`src/rtl/uart_rx_ctrl.sv`:
```
// uart_rx_ctrl: receive sequencer for baud generator, external shift register and frame buffer.
// Optional parity stage between DATA and STOP: define UART_RX_CTRL_PARITY_EN.
module uart_rx_ctrl #(
   parameter int DATA_BITS   = 8,
   parameter int SYNC_STAGES = 2,
   parameter int CNT_WIDTH   = $clog2(DATA_BITS+1)
) (
   input  logic                 clk,
   input  logic                 rst,
   input  logic                 enable,
   input  logic                 rx,
   input  logic                 baud_tick,
   output logic                 baud_rst,
   output logic                 bit_strobe,
   output logic                 bit_value,
   input  logic [DATA_BITS-1:0] frame_in,
   output logic [DATA_BITS-1:0] data_out,
   output logic                 data_valid,
   input  logic                 data_ready,
   output logic                 frame_err,
   output logic                 start_glitch,
   output logic                 parity_err,
   output logic                 overrun,
   input  logic                 clr_overrun,
   output logic                 busy
);
   typedef enum logic [2:0] {IDLE, START, DATA, PARITY, STOP} state_t;
   state_t state, state_n;
   logic [SYNC_STAGES-1:0] sync;
   logic [CNT_WIDTH-1:0] cnt;
   logic rx_s, rx_q, tk, last, bad, deliver;

   assign rx_s     = sync[SYNC_STAGES-1];
   assign tk       = enable && baud_tick;
   assign last     = cnt == CNT_WIDTH'(DATA_BITS-1);
   assign baud_rst = state == IDLE;
   assign busy     = state != IDLE;
   assign deliver  = tk && state == STOP && rx_s && !bad;

`ifdef UART_RX_CTRL_PARITY_EN
   localparam state_t AFTER_DATA = PARITY;
   logic par, par_bad;
   assign bad = par_bad;
   // par accumulates the data bits; a correct even-parity bit equals it
   always_ff @(posedge clk or negedge rst)
      if (!rst) begin
         par        <= 1'b0;
         par_bad    <= 1'b0;
         parity_err <= 1'b0;
      end else begin
         parity_err <= tk && state == PARITY && rx_s != par;
         if (state == START) begin
            par     <= 1'b0;
            par_bad <= 1'b0;
         end else if (tk && state == DATA)
            par <= par ^ rx_s;
         else if (tk && state == PARITY)
            par_bad <= rx_s != par;
      end
`else
   localparam state_t AFTER_DATA = STOP;
   assign bad        = 1'b0;
   assign parity_err = 1'b0;
`endif

   always_ff @(posedge clk or negedge rst)
      if (!rst) state <= IDLE;
      else state <= state_n;

   always_comb begin
      state_n = state;
      if (!enable) state_n = IDLE;
      else
         case (state)
            IDLE:    if (rx_q && !rx_s) state_n = START;
            START:   if (baud_tick) state_n = rx_s ? IDLE : DATA;
            DATA:    if (baud_tick && last) state_n = AFTER_DATA;
            PARITY:  if (baud_tick) state_n = STOP;
            STOP:    if (baud_tick) state_n = IDLE;
            default: state_n = IDLE;
         endcase
   end

   always_ff @(posedge clk or negedge rst)
      if (!rst) begin
         sync         <= '1;
         rx_q         <= 1'b1;
         cnt          <= '0;
         bit_strobe   <= 1'b0;
         bit_value    <= 1'b1;
         frame_err    <= 1'b0;
         start_glitch <= 1'b0;
         data_out     <= '0;
         data_valid   <= 1'b0;
         overrun      <= 1'b0;
      end else begin
         sync         <= {sync[SYNC_STAGES-2:0], rx};
         rx_q         <= rx_s;
         cnt          <= state == START ? '0 : (tk && state == DATA) ? cnt + 1'b1 : cnt;
         bit_strobe   <= tk && state == DATA;
         if (tk && state == DATA) bit_value <= rx_s;
         frame_err    <= tk && state == STOP && !rx_s;
         start_glitch <= tk && state == START && rx_s;
         // a frame is accepted only when the buffer is empty or being read this cycle
         if (deliver && (!data_valid || data_ready)) begin
            data_out   <= frame_in;
            data_valid <= 1'b1;
         end else if (data_valid && data_ready)
            data_valid <= 1'b0;
         overrun <= (deliver && data_valid && !data_ready) || (overrun && !clr_overrun);
      end
endmodule

```
`config.mk`:
```
export PLATFORM = sky130hd
export DESIGN_NAME = uart_rx_ctrl
export DESIGN_NICKNAME = d
export VERILOG_FILES = /design/src/rtl/uart_rx_ctrl.sv
export SDC_FILE = /design/constraint.sdc
export NUM_CORES = 1
export LEC_CHECK = 0
export ABC_CLOCK_PERIOD_IN_PS = 1500
export BUFFER_PORTS_ARGS = -buffer_cell sky130_fd_sc_hd__buf_2
export CAP_MARGIN = 10
export CORE_ASPECT_RATIO = 0.8
export CORE_MARGIN = 8
export CORE_UTILIZATION = 47
export CTS_BUF_LIST = sky130_fd_sc_hd__clkbuf_8
export DETAILED_ROUTE_END_ITERATION = 8
export PLACE_DENSITY = 0.75
export REMOVE_ABC_BUFFERS = 1
export SLEW_MARGIN = 20
export SYNTH_ARGS = -nofsm -noshare
export SYNTH_HDL_FRONTEND = slang
export SYNTH_SLANG_ARGS = --single-unit
export TNS_END_PERCENT = 5
```
`constraint.sdc`:
```
create_clock -name clk -period 1.5 [get_ports clk]
set_input_delay 0 -clock clk [delete_from_list [all_inputs] [get_ports clk]]
set_output_delay 0 -clock clk [all_outputs]
set_load 0.1 [all_outputs]
```
* Word-level counts from Yosys, hierarchy flattened *
Cells that the tools add are included.

word-level totals
  flip-flop bits (word level) = 24
  output and inout port bits = 17
  logic and storage cells = 59

operators by class
  $add $sub $neg = 1
  equality and inequality tests = 10
  multiplexer cells = 12
  reduce and logical (&&, ||, !) cells = 25

operators with widths
  operator                                                                 count
  3-bit two-way mux                                                        6
  3-bit one-hot mux with 5 select lines                                    1
  1-bit logical AND                                                        14
  3-bit inequality test, second input constant                             4
  4-bit two-way mux                                                        2
  3-bit by 2-bit == test with 1-bit output, second input constant          2
  5-bit AND reduction                                                      1
  4-bit by 1-bit adder with 4-bit output, second input constant            1
  4-bit by 3-bit == test with 1-bit output, second input constant          1
  1-bit zero test                                                          4
  2-bit nonzero test                                                       2
  3-bit by 1-bit == test with 1-bit output, second input constant          1
  3-bit == test, second input constant                                     1
  3-bit zero test                                                          1
  3-bit by 2-bit inequality test with 1-bit output, second input constant  1
  3-bit nonzero test                                                       1
  1-bit logical OR                                                         2
  1-bit two-way mux                                                        2
  2-bit two-way mux                                                        1

* Depth between registers and ports, before layout *
  depth after elaboration = 6
  mapped depth = 5
  mapped depth without buffers = 5

* Least setup slack after synthesis *
Ideal clock, no wire load.

  kind = register -> output
  start point = register state[0]
  end point = output busy
  arrival = 3.908 ns
  required time = 1.500 ns
  setup slack = -2.408 ns
  cell stages (with the launch flop) = 3
  path buffers = 0
  cells stage by stage = dfrtp_1 nor3_1 inv_1

between the ends
  cells in the longest elaborated chain, start to end = 1

RTL lines
  what                      RTL line  text
  start: declaration        28        state_t state, state_n;
  start signal: assignment  68        else state <= state_n;
  3-bit nonzero test        37        assign busy = state != IDLE;
  end: declaration          25        output logic busy

Every way passes these cells.

* Final worst setup path *
  start point = register state[1]
  end point = register data_out[2]

between the ends
  cells in the longest elaborated chain, start to end = 4

RTL lines
  what                             RTL line  text
  3-bit == test                    38        assign deliver = tk && state == STOP && rx_s && !bad;
  1-bit logical AND (2 in series)  38
  1-bit logical AND                105       if (deliver && (!data_valid || data_ready)) begin
  end signal: assignment           106       data_out <= frame_in;
  end: declaration                 17        output logic [DATA_BITS-1:0] data_out,

Every way passes these cells.
A chain may end at the register's enable or synchronous reset.

==> flow_metrics.env <==
export IMPL_max_freq_mhz=618
export IMPL_grt_usage_pct=14.0
export IMPL_cts_tree="built"
export IMPL_hold_class="input port to flip-flop"
export IMPL_rrSetupSlack_ns=-0.12
export IMPL_relSlewSlack_pct=64.8
export IMPL_period_needed_ns=1.62
export IMPL_antenna_left=0
export IMPL_pre_cts_slack_ns=-0.0774
export IMPL_path_max_fanout=8
export IMPL_final_common_cell="buf_2"
export IMPL_pin_count=32
export IMPL_finalHoldViolations=0
export IMPL_start_kind="flip-flop"
export IMPL_worstHoldStart="enable"
export IMPL_antenna_found_initial=0
export IMPL_irDropWorstVdd_v=0.000761
export IMPL_die_area_um2=4070
export IMPL_mostFrequentLayoutCells="buf_2, dfrtp_1, dlygate4sd3_1"
export IMPL_clk_pin_slew_worst_paths_ns=0.07
export IMPL_detail_route_iter0_violations=34
export IMPL_grt_use_met3_pct=4.19
export IMPL_fill_cells=156
export IMPL_synth_seq_cells=24
export IMPL_yosysUniqueCellTypes=33
export IMPL_status="finished, violations left"
export IMPL_drv_slew=0
export IMPL_met1_usage_pct=15.4
export IMPL_core_um2=2160
export IMPL_whs_ns=0.0704
export IMPL_grt_start_max_net_pins=25
export IMPL_fp_dieH_um=58.7
export IMPL_fin_ws_ns=-0.119
export IMPL_first_pass_iters=4
export IMPL_die_x_um=69.4
export IMPL_final_setup_tns_ns=-0.891
export IMPL_cts_root_buf="clkbuf_8"
export IMPL_rsz0062_at_grt="yes"
export IMPL_htreeDepth=1
export IMPL_cp_data_required_time_ns=1.65
export IMPL_tightest_slew_ns=0.529
export IMPL_num_antenna_cells=0
export IMPL_overflow=0
export IMPL_syn_inst=85
export IMPL_synth_area_per_cell_um2=12.6
export IMPL_min_period_over_period_pct=108
export IMPL_cts_buffer_depth=2
export IMPL_fin_skew_ns=0.00514
export IMPL_seq_area_um2=606
export IMPL_drive_above_1_share_pct=46.7
export IMPL_ys_seq_area_share_pct=56.5
export IMPL_multi_input_area_um2=430
export IMPL_grtUsageMet2_pct=25.2
export IMPL_startpoint="state[1]"
export IMPL_hpwl_um=1820
export IMPL_worstSkewPairLatency_ns=0.26
export IMPL_timing_rr_start="state[1]"
export IMPL_placedCellCount=145
export IMPL_crit_arrival_ns=1.76
export IMPL_cts_sinks=24
export IMPL_totalWireLength_um=2790
export IMPL_ys_warn_count=0
export IMPL_syn_area_um2=1070
export IMPL_nets=154
export IMPL_drc=0
export IMPL_cts_buffers_inserted=3
export IMPL_via_count=834
export IMPL_grt_pass1_wl_um=4560
export IMPL_violations="setup timing"
export IMPL_power_leakage_nw=0.796
export IMPL_endpoint_kind="flip-flop"
export IMPL_max_cap_viol_count=0
export IMPL_gp_congestion=0.741
export IMPL_rows=15
export IMPL_post_drt_wl_per_cell_um=17.2
export IMPL_critPathKind="flip-flop to flip-flop"
export IMPL_start_util_pct=49.6
export IMPL_fin_util_pct=70.1
export IMPL_syn2layout_area_growth_pct=41.4
export IMPL_detail_route_vias_per_cell=5.15
export IMPL_setup_violations=8
export IMPL_power_density_nw_per_um2=897
export IMPL_busiest_layer="met2"
export IMPL_grt_pass1_vias=907
export IMPL_fin_cells=162
export IMPL_portBuffers=30
-- metal layers --
| layer | wire [µm] | up-vias |
|---|---|---|
| met3 | 97 | 2 |
| met1 | 1140 | 423 |
| met4 | 19 | 0 |
| met2 | 1540 | 16 |
| li1 | - | 393 |
| met5 | 0 | - |
-- final cells by class --
cell class	instances	area share, %
inverter	7	1.74
multi-input combinational	51	28.4
timing repair buffer	51	24.1
clock buffer	4	3.64
sequential	24	40.0
tap	25	2.07
-- metrics by stage --
step	instance area, µm²	total power (W)
2_1_floorplan	1050	0.000840
3_5_place_dp	1320	0.000920
4_1_cts	1490	0.00138
6_report	1510	0.00136
5_1_grt	1510	0.00142
3_3_place_gp	1320	0.000914
-- Yosys cell counts (all sizes together) --
cell    count  area, µm²
and3        2       13.8
o21ai       2       10.0
a32oi       1       8.76
nor3        2       10.0
o31ai       1       7.51
dfstp       4        105
a22oi       1       7.51
nor4b       1       8.76
nor2b       3       21.3
ha          1       12.5
o22ai       1       6.26
xor2        3       26.3
and4bb      1       12.5
nand3       4       20.0
and4        1       8.76
a21oi       2       10.0
dfrtp      20        500
buf         3       23.8
nand2b      2       12.5
nand4b      1       8.76
conb        1       3.75
nand2       6       22.5
nor3b       1       18.8
nor2        3       11.3
mux2        9        131
nand4       1       12.5
inv         7       26.3
mux2i       1       10.0
-- power by group --
part | total, W | internal (W) | switching (W)
sequential | 0.000682 | 0.000671 | 0.0000113
combinational | 0.000254 | 0.0000826 | 0.000172
clock | 0.000421 | 0.000234 | 0.000187
total | 0.00136 | 0.000988 | 0.000370
-- cell families (layout without fill, tap and decap cells) --
family	count (synthesis)	in the layout	share of synthesized area (%)
AO/OA/AOI/OAI	8	8	4.67
XOR/XNOR	3	3	2.45
adder cells (fa/ha/maj)	1	1	1.17
buffers and inverters	10	62	4.67
flip-flops	24	24	56.5
multiplexers	10	10	13.2
other	1	1	0.350
AND/OR/NAND/NOR	28	28	16.9
-- state kept, by name (all words and copies together) (netlist names) --
signal,flops
cnt,4
start_glitch,1
overrun,1
data_valid,1
data_out,8
bit_strobe,1
sync,2
rx_q,1
frame_err,1
bit_value,1
state,3
-- worst paths after layout --
| check | end | cells past startpoint |
|---|---|---|
| max in group asynchronous | sync[0] | 2 |
| min in group asynchronous | overrun | 2 |
| worst min-delay path | state[2] | 2 |
| worst max register to register | data_out[2] | 5 |
| worst max-delay path | data_out[2] | 5 |
| worst min register to register | sync[1] | 0 |
-- what timing repair did --
| action | in CTS | in global routing |
|---|---|---|
| gates cloned | 0 | 0 |
| hold buffers | 11 | 0 |
| setup buffers | 0 | 2 |
| pin swaps | 2 | 2 |
| resized for setup | 2 | 3 |
| endpoints found under the setup margin | 10 | 11 |
| endpoints found under the hold margin | 30 | 0 |
-- worst max-delay path, cell delays in order, from the launching register on --
cell and delay [ns]:
dfrtp_1 0.41, nor3b_4 0.28, nand4_2 0.18, nor2b_2 0.18
buf_12 0.15, mux2_4 0.30
No activity file was read; power rests on OpenSTA's default activity.
